**src/rtl/rsa_pkg.sv**
```systemverilog
// Shared definitions for the RSA modular-exponentiation core: FSM states,
// default operand widths and status-register bit positions.
`timescale 1ns/1ps
package rsa_pkg;

    localparam int DEF_WIDTH     = 8;
    localparam int DEF_EXP_WIDTH = 8;

    // Bit positions of the status byte seen through the register file.
    localparam int STAT_DONE_BIT  = 0;
    localparam int STAT_ERROR_BIT = 1;
    localparam int STAT_BUSY_BIT  = 2;

    typedef enum logic [2:0] {
        IDLE,
        TO_MONT,
        INIT_ACC,
        SQUARE,
        MULT,
        FROM_MONT,
        DONE
    } state_t;

endpackage

```
**src/rtl/rsa_mont_mul.sv**
```systemverilog
// Radix-2 bit-serial Montgomery multiplier: p = a*b*R^-1 mod n, R = 2^WIDTH.
// One operand bit per cycle, final conditional subtract in the done cycle.
`timescale 1ns/1ps
module rsa_mont_mul
    import rsa_pkg::*;
#(
    parameter int WIDTH = DEF_WIDTH
) (
    input  logic             clk,
    input  logic             rst_n,
    input  logic             clear,
    input  logic             start,
    input  logic [WIDTH-1:0] a,
    input  logic [WIDTH-1:0] b,
    input  logic [WIDTH-1:0] n,
    output logic             done,
    output logic [WIDTH-1:0] p
);

    localparam int CW = $clog2(WIDTH + 1);

    logic [WIDTH+1:0] r_s;
    logic [WIDTH-1:0] r_a;
    logic [WIDTH-1:0] r_b;
    logic [WIDTH-1:0] r_n;
    logic [CW-1:0]    r_cnt;
    logic             r_run;
    logic             r_done;

    logic [WIDTH+1:0] w_sum_b;
    logic [WIDTH+1:0] w_sum_n;
    logic [WIDTH-1:0] w_sub;

    // Two extra accumulator bits hold S + b + n without overflow while S < 2n.
    assign w_sum_b = r_s + ({(WIDTH+2){r_a[0]}} & {2'b00, r_b});
    assign w_sum_n = w_sum_b + ({(WIDTH+2){w_sum_b[0]}} & {2'b00, r_n});
    assign w_sub   = r_s[WIDTH-1:0] - r_n;

    assign p    = (r_s >= {2'b00, r_n}) ? w_sub : r_s[WIDTH-1:0];
    assign done = r_done;

    // NOTE: sequential state uses non-blocking assignments so every register
    // samples pre-edge values regardless of statement order.
    always_ff @(posedge clk) begin
        if (!rst_n || clear) begin
            r_s    <= '0;
            r_a    <= '0;
            r_b    <= '0;
            r_n    <= '0;
            r_cnt  <= '0;
            r_run  <= 1'b0;
            r_done <= 1'b0;
        end else begin
            r_done <= 1'b0;
            if (start) begin
                r_s   <= '0;
                r_a   <= a;
                r_b   <= b;
                r_n   <= n;
                r_cnt <= '0;
                r_run <= 1'b1;
            end else if (r_run) begin
                r_s   <= w_sum_n >> 1;
                r_a   <= r_a >> 1;
                r_cnt <= r_cnt + CW'(1);
                if (r_cnt == CW'(WIDTH - 1)) begin
                    r_run  <= 1'b0;
                    r_done <= 1'b1;
                end
            end
        end
    end

endmodule

```
**src/rtl/rsa_modexp_core.sv**
```systemverilog
// RSA modular exponentiation (plain^exponent mod modulus) by left-to-right
// square-and-multiply in the Montgomery domain, with abort and error reporting.
`timescale 1ns/1ps
module rsa_modexp_core
    import rsa_pkg::*;
#(
    parameter int WIDTH     = DEF_WIDTH,
    parameter int EXP_WIDTH = DEF_EXP_WIDTH
) (
    input  logic                 clk,
    input  logic                 rst_n,
    input  logic                 start,
    input  logic                 stop,
    input  logic [WIDTH-1:0]     plain,
    input  logic [EXP_WIDTH-1:0] exponent,
    input  logic [WIDTH-1:0]     modulus,
    input  logic [WIDTH-1:0]     r2,
    output logic [WIDTH-1:0]     result,
    output logic                 busy,
    output logic                 done,
    output logic                 error
);

    localparam int KW = (EXP_WIDTH > 1) ? $clog2(EXP_WIDTH) : 1;

    state_t               r_state;
    logic [WIDTH-1:0]     r_plain;
    logic [EXP_WIDTH-1:0] r_exp;
    logic [WIDTH-1:0]     r_n;
    logic [WIDTH-1:0]     r_r2;
    logic [WIDTH-1:0]     r_xm;
    logic [WIDTH-1:0]     r_acc;
    logic [KW-1:0]        r_k;
    logic                 r_mm_start;
    logic [WIDTH-1:0]     r_result;
    logic                 r_busy;
    logic                 r_done;
    logic                 r_error;

    logic [WIDTH-1:0]     w_mm_a;
    logic [WIDTH-1:0]     w_mm_b;
    logic                 w_mm_done;
    logic [WIDTH-1:0]     w_mm_p;

    // NOTE: defaults before the case keep this purely combinational (no latch).
    always_comb begin
        w_mm_a = r_acc;
        w_mm_b = r_acc;
        case (r_state)
            TO_MONT:   begin w_mm_a = r_plain;    w_mm_b = r_r2;       end
            INIT_ACC:  begin w_mm_a = WIDTH'(1);  w_mm_b = r_r2;       end
            MULT:      begin                      w_mm_b = r_xm;       end
            FROM_MONT: begin                      w_mm_b = WIDTH'(1);  end
            default:   ;
        endcase
    end

    rsa_mont_mul #(.WIDTH(WIDTH)) u_mm (
        .clk   (clk),
        .rst_n (rst_n),
        .clear (stop),
        .start (r_mm_start),
        .a     (w_mm_a),
        .b     (w_mm_b),
        .n     (r_n),
        .done  (w_mm_done),
        .p     (w_mm_p)
    );

    always_ff @(posedge clk) begin
        if (!rst_n) begin
            r_state    <= IDLE;
            r_plain    <= '0;
            r_exp      <= '0;
            r_n        <= '0;
            r_r2       <= '0;
            r_xm       <= '0;
            r_acc      <= '0;
            r_k        <= '0;
            r_mm_start <= 1'b0;
            r_result   <= '0;
            r_busy     <= 1'b0;
            r_done     <= 1'b0;
            r_error    <= 1'b0;
        end else begin
            r_mm_start <= 1'b0;
            if (stop) begin
                r_state <= IDLE;
                r_busy  <= 1'b0;
            end else begin
                case (r_state)
                    IDLE: if (start) begin
                        if (!modulus[0]) begin
                            r_done   <= 1'b1;
                            r_error  <= 1'b1;
                            r_result <= '0;
                        end else begin
                            r_done     <= 1'b0;
                            r_error    <= 1'b0;
                            r_plain    <= plain;
                            r_exp      <= exponent;
                            r_n        <= modulus;
                            r_r2       <= r2;
                            r_busy     <= 1'b1;
                            r_mm_start <= 1'b1;
                            r_state    <= TO_MONT;
                        end
                    end
                    TO_MONT: if (w_mm_done) begin
                        r_xm       <= w_mm_p;
                        r_mm_start <= 1'b1;
                        r_state    <= INIT_ACC;
                    end
                    INIT_ACC: if (w_mm_done) begin
                        r_acc      <= w_mm_p;
                        r_k        <= KW'(EXP_WIDTH - 1);
                        r_mm_start <= 1'b1;
                        r_state    <= SQUARE;
                    end
                    // The NEXT decision is folded into the done cycle of SQUARE/MULT.
                    SQUARE, MULT: if (w_mm_done) begin
                        r_acc      <= w_mm_p;
                        r_mm_start <= 1'b1;
                        if (r_state == SQUARE && r_exp[r_k]) begin
                            r_state <= MULT;
                        end else if (r_k == '0) begin
                            r_state <= FROM_MONT;
                        end else begin
                            r_k     <= r_k - KW'(1);
                            r_state <= SQUARE;
                        end
                    end
                    FROM_MONT: if (w_mm_done) begin
                        r_result <= w_mm_p;
                        r_done   <= 1'b1;
                        r_busy   <= 1'b0;
                        r_state  <= DONE;
                    end
                    DONE:    r_state <= IDLE;
                    default: r_state <= IDLE;
                endcase
            end
        end
    end

    assign result = r_result;
    assign busy   = r_busy;
    assign done   = r_done;
    assign error  = r_error;

endmodule

```
**config.mk**
```make
export PLATFORM = sky130hd
export DESIGN_NAME = rsa_modexp_core
export DESIGN_NICKNAME = d
export VERILOG_FILES = /design/src/rtl/rsa_pkg.sv /design/src/rtl/rsa_mont_mul.sv /design/src/rtl/rsa_modexp_core.sv
export SDC_FILE = /design/constraint.sdc
export NUM_CORES = 1
export LEC_CHECK = 0
export ABC_AREA = 1
export BUFFER_PORTS_ARGS = -buffer_cell sky130_fd_sc_hd__buf_2
export CAP_MARGIN = 40
export CORE_MARGIN = 8
export CORE_UTILIZATION = 45
export CTS_CLUSTER_DIAMETER = 100
export DETAILED_ROUTE_END_ITERATION = 8
export HOLD_SLACK_MARGIN = 0.02
export MAX_ROUTING_LAYER = met4
export PLACE_DENSITY_LB_ADDON = 0.05
export SYNTH_ARGS = -nofsm -noshare
export SYNTH_HDL_FRONTEND = slang
export SYNTH_SLANG_ARGS = --single-unit
```
**constraint.sdc**
```tcl
create_clock -name clk -period 3.3 [get_ports clk]
set_input_delay 0.33 -clock clk [delete_from_list [all_inputs] [get_ports clk]]
set_output_delay 0.33 -clock clk [all_outputs]
set_load 0.005 [all_outputs]
```
## After elaboration in Yosys (flattened, before gate mapping)

Cells that the tools add are included.

| storage, ports and cells | value |
|---|---|
| input port bits | 36 |
| bits in latches | 0 |
| bits in read-only memories | 0 |
| output and inout port bits | 11 |
| memories | 0 |
| register bits | 105 |
| RAM bits | 0 |

| operators by class | value |
|---|---|
| shift operators | 0 |
| reductions and logical operators | 24 |
| $add $sub $neg | 5 |
| multipliers | 0 |
| order comparisons | 2 |
| muxes and demuxes | 41 |
| div/mod/pow operators | 0 |
| bitwise gates (word level) | 5 |
| eq/ne operators | 15 |

Operators by type and width:

| cell | number |
|---|---|
| two-way mux 8 bit | 6 |
| two-way mux 3 bit | 12 |
| one-hot mux 8 bit (2 select lines) | 2 |
| one-hot mux 8 bit (3 select lines) | 1 |
| bitwise AND 10 x 8 -> 10 bit | 2 |
| one-hot mux 3 bit (5 select lines) | 1 |
| two-way mux 1 bit | 14 |
| AND reduction 4 bit | 3 |
| AND reduction 6 bit | 2 |
| adder 10 bit | 1 |
| adder 9 x 10 -> 10 bit | 1 |
| != test 2 bit (second input constant) | 5 |
| greater-or-equal comparator 9 x 8 -> 1 bit | 1 |
| AND reduction 3 bit | 3 |
| != test 2 x 1 -> 1 bit (second input constant) | 4 |
| OR reduction 2 bit | 4 |
| subtractor 8 bit | 1 |
| equality test 3 x 2 -> 1 bit (second input constant) | 2 |
| equality test 3 bit (second input constant) | 2 |
| logical NOT 3 bit | 2 |
| one-hot mux 1 bit (2 select lines) | 3 |
| one-hot mux 3 bit (2 select lines) | 1 |
| nonzero test 2 bit | 3 |
| OR reduction 3 bit | 2 |
| other kinds (12) | 14 |

## Depth between registers and ports, before layout

| logic depth | value |
|---|---|
| word-level depth | 6 |
| gate-level depth with buffers | 23 |

## Hierarchy

A second synthesis with hierarchy kept.

| second synthesis, totals | value |
|---|---|
| cells, all modules | 804 |
| area total of the unflattened synthesis | 5665.4 um2 |

Modules (own cells, without submodules):

| module | times used | cells an instance | area each (um2) |
|---|---|---|---|
| rsa_modexp_core | 1 | 394 | 2902.8 |
| rsa_mont_mul | 1 | 410 | 2762.6 |

## Least setup slack after synthesis

Ideal clock, no wire load.

| timing path | value |
|---|---|
| path type | register -> register |
| start | register u_mm.r_a[0] |
| end | register u_mm.r_s[6] |
| setup slack | 0.513 ns |
| data required time | 3.172 ns |
| arrival | 2.660 ns |
| stages on the path, launching flop included | 21 |
| setup time | 0.128 ns |
| period minus slack after synthesis | 2.787 ns |
| cell sequence | dfxtp_1 > clkbuf_1 > nand2_1 > inv_1 > ha_1 > inv_1 > fa_1 > inv_1 > nand2_1 > nand2_1 > nand2_1 > xnor2_1 > ha_1 > nand2_1 > nor2_1 > nand2_1 > nand3_1 > nand2_1 > o21ai_0 > xor2_1 > a21oi_1 |

| between the ends | value |
|---|---|
| longest elaborated chain between the ends | 4 |

Ends and longest elaborated chain:

| what | line | source |
|---|---|---|
| from (decl) | rsa_mont_mul.sv:23 | `logic [WIDTH-1:0] r_a;` |
| from (signal assigned) | rsa_mont_mul.sv:64 | `r_a <= r_a >> 1;` |
| bitwise AND 10 x 8 -> 10 bit * | rsa_mont_mul.sv:35 | `assign w_sum_b = r_s + ({(WIDTH+2){r_a[0]}} & {2'b00, r_b});` |
| adder 9 x 10 -> 10 bit * | rsa_mont_mul.sv:35 |  |
| bitwise AND 10 x 8 -> 10 bit | rsa_mont_mul.sv:36 | `assign w_sum_n = w_sum_b + ({(WIDTH+2){w_sum_b[0]}} & {2'b00, r_n});` |
| adder 10 bit * | rsa_mont_mul.sv:36 |  |
| to (signal assigned) | rsa_mont_mul.sv:63 | `r_s <= w_sum_n >> 1;` |
| to (decl) | rsa_mont_mul.sv:22 | `logic [WIDTH+1:0] r_s;` |

Every way passes the cells marked *; elsewhere a longest branch is shown, timed or not.
A chain may end at the register's enable or synchronous reset.

## Worst setup path in the final report

Ends and elaborated chain as after synthesis.

==> results.md <==
- Outcome: complete, no violations
- Fraction of final layout cells with drive strength greater than 1: 0.106
- Least setup slack across all paths after layout: 0.445 ns
- Peak clock frequency supported by timing: 0.350 GHz
- Growth of design area from synthesis to finish: 11.4%
- Overall routing resource usage: 0.199
- Worst hold path endpoint: r_exp[5]$_SDFFE_PN0P_
- Comb power frac: 0.072
- Worst Min Path Start: exponent[5]
- Clock H-tree levels: 3
- Average cell area after synthesis: 6.94 um^2
- Router iterations before antenna repair: 5
- Number of setup violations in the final report: 0
- Register clock-pin slew on the reported worst setup and hold paths: 0.07 ns
- Clock network power share: 0.409
- # DRC: 0
- Endpoint of the most critical register-to-register path: u_mm.r_s[6]$_SDFFE_PP0P_
- Pre-CTS setup slack: 0.364 ns
- Largest net degree at the start of global routing: 39
- Setup tns final: 0 ns
- CTS tree: done
- Logic depth of the worst register-to-register path: 19
- Die X: 129 um
- Largest clock skew in the final design: 0.0103 ns
- Top-area cell type share of the netlist area: 0.367
- First-pass GRT wire length: 25300 um
- Number of enable flip-flop cells after synthesis: 0
- Relative slew slack: 0.535
- Library cell occupying the most area in the post-synthesis netlist: dfxtp_1
- Count of mapped cells out of synthesis: 826
- Number of buffers on the longest clock path: 2
- Setup crit start kind: flip-flop
- Fin crit period: 2.86 ns
- IO Port Bufs: 46
- PwrDens: 395 nW/um^2
- Number of cells in the design after placement: 1024
- Floorplan core area: 12500 um^2
- Antenna diodes: 0
- Final Slew Violations: 0
- Wire length per cell after detailed routing: 14.9 um
- Top cells by area, synth: dfxtp_1, nand2_1, inv_1
- Internal power: 1890 uW
- Violation count after the first detailed-route iteration: 430
- Max cap viols: 0
- Count of endpoints failing hold in the final timing report: 0
- Final wirelength: 15500 um
- Post-synthesis register bit count: 105
- Post-synthesis cell area: 5730 um^2
- Total number of yosys warnings: 0
- Post-Route Utilization: 0.510
- Critical Path AT: 3.07 ns
- Remaining global-route overflow: 0
- Number of vias per cell after detailed routing: 5.06
- Die outline area: 16600 um^2
- Via count of the first global-routing pass: 4971
- Worst hold path stage count: 3
- Final Non-Filler Cells: 1040
- Net count reported at finish: 928
- Antenna violations before repair: 0
- Post-synth ARST share: 0
- LEAKAGE: 0.00307 uW
- Gpl congestion: 0.946
- Vias after detailed routing: 5265
- Tcrit/Tclk final: 0.865
- Fill cell total of the finished layout: 1303
- Clk sink count: 105
- CTS Buf Count: 9
- P_sw: 633 uW
- Y dimension of the die: 129 um
- Highest-count cells in the layout ignoring fill and taps: nand2_1, inv_1, nor2_1
- Worst reg2reg startpoint: u_mm.r_a[0]$_SDFFE_PP0P_
- Proportion of synthesized chip area in sequential cells: 0.367
- Worst Hold Class: input port to flip-flop
- Maximum net fanout on the critical path: 9
- Hold_buf cts: 0
- IR drop worst, VDD: 0.000311 V
- Number of top-level pins: 47
- Most used flip-flop cell after synthesis: dfxtp_1
- Slew at the pin closest to its max-slew limit: 0.696 ns
- Half-perimeter wire length after placement: 11500 um
- Starting Density: 0.458
- Kind of critical path: flip-flop to flip-flop
- Kind of end point of the critical path: flip-flop
- Skew-Pair Late Insertion Delay: 0.35 ns
- Proportion of total power due to net switching: 0.251
- Slack of the worst reg-to-reg path: 0.44 ns
- Unrepaired setup endpoints after global routing: false
- Syn_nets: 891
- Fraction of power consumed by sequential logic: 0.519
- Row count: 41
- Most common cell after layout, fill and taps aside: nand2_1
- Antenna Nets Post-Route: 0
- Netlist cell types: 45
- Post-CTS setup buffer count: 0
- Clock root buffer master: clkbuf_16
- Worst Path Required: 3.52 ns
==> Yosys cell counts, types with 2 or more instances <==
master	count
a21oi_1	57
a31oi_1	11
nor2_1	116
fa_1	3
o22ai_1	9
clkbuf_1	15
o21ai_1	7
xnor2_1	6
a21o_1	2
o21bai_1	2
nor2_2	2
dfxtp_1	105
nand2_2	4
xor2_1	10
nand3_1	33
nor2_4	4
ha_1	26
a22o_1	5
nor3_1	7
o21ai_0	78
buf_2	7
o211ai_1	4
or2_2	2
inv_1	119
buf_4	3
nand2_1	155
nand4_1	11
a22oi_1	4
inv_2	3
==> cell families (layout without fill, tap and decap cells) <==
family,Yosys count,in the layout,share of synthesized area
AO/OA/AOI/OAI,184,184,0.178
XOR/XNOR,16,16,0.0245
adder cells (fa/ha/maj),29,29,0.0672
buffers and inverters,149,191,0.102
flip-flops,105,105,0.367
AND/OR/NAND/NOR,343,343,0.262
==> worst max-delay path: stages, from the launching register on <==
cell and delay, ns:
dfxtp_2 0.40, nand2_1 0.07, inv_1 0.05, ha_1 0.15, inv_1 0.05, fa_1 0.39, inv_1 0.07, nand2_1 0.04
nand2_1 0.07, nand2_1 0.08, xnor2_1 0.13, ha_1 0.36, nand2_1 0.09, nor2_1 0.09, nand2_1 0.05, nand3_1 0.10
nand2_1 0.08, o21ai_0 0.19, xor2_1 0.17, a21oi_1 0.08
==> routing by layer <==
layer  wire [um]  vias to the layer above  GRT usage
li1            -                     2749          -
met1        7550                     2402      0.261
met2        7060                      103      0.308
met3         728                       11     0.0381
met4         156                        0     0.0491
met5           0                        -          -
==> area by class of cell <==
cell class                 count  area (um^2)  share of cell area
clock inverter                 5         38.8             0.00607
multi-input combinational    572         3050               0.477
sequential                   105         2100               0.329
clock buffer                  11          243              0.0380
tap                          172          215              0.0337
timing repair buffer          52          275              0.0431
inverter                     123          464              0.0727
==> how the worst max path moves through the flow <==
stage | startpoint | end | slack, ns | cells past startpoint
after floorplan | u_mm.r_a[0]$_SDFFE_PP0P_ | u_mm.r_s[6]$_SDFFE_PP0P_ | 0.51 | 20
after global placement | u_mm.r_a[0]$_SDFFE_PP0P_ | u_mm.r_s[6]$_SDFFE_PP0P_ | 0.42 | 19
after detailed placement | u_mm.r_a[0]$_SDFFE_PP0P_ | u_mm.r_s[6]$_SDFFE_PP0P_ | 0.36 | 19
after CTS | u_mm.r_a[0]$_SDFFE_PP0P_ | u_mm.r_s[6]$_SDFFE_PP0P_ | 0.36 | 19
after global routing | u_mm.r_a[0]$_SDFFE_PP0P_ | u_mm.r_s[8]$_SDFFE_PP0P_ | 0.10 | 22
final | u_mm.r_a[0]$_SDFFE_PP0P_ | u_mm.r_s[6]$_SDFFE_PP0P_ | 0.44 | 19
==> registers in the layout, summed over array words and instances (netlist names), 3 cells and up <==
signal and cells:
u_mm.r_n 8, result 8, r_k 3, r_r2 8
u_mm.r_b 8, u_mm.r_cnt 4, r_n 8, u_mm.r_s 9
r_plain 8, r_xm 8, r_acc 8, r_exp 8
u_mm.r_a 8, r_state 3
==> repair_timing <==
| item | in CTS | in global routing |
|---|---|---|
| endpoints found under the setup margin | 0 | 1 |
| endpoints found under the hold margin | 0 | 0 |
| gates resized for setup | 0 | 1 |
==> power by group through the flow <==
stage	registers [uW]	clock network (uW)	logic, uW
finish	1310	1030	182
floorplan	1330	0	120
CTS	1310	1060	183
detailed placement	1340	0	182
global placement	1340	0	180
global route	1310	1110	206
==> per-stage QoR <==
step                hold slack (ns)  instance area, um^2  power (uW)
global route                  0.196                 6390        2630
detailed placement            0.445                 6100        1520
floorplan                     0.423                 5730        1450
CTS                           0.181                 6380        2560
global placement              0.442                 6100        1520
finish                        0.194                 6390        2520
No activity file was read; power rests on OpenSTA's default activity.
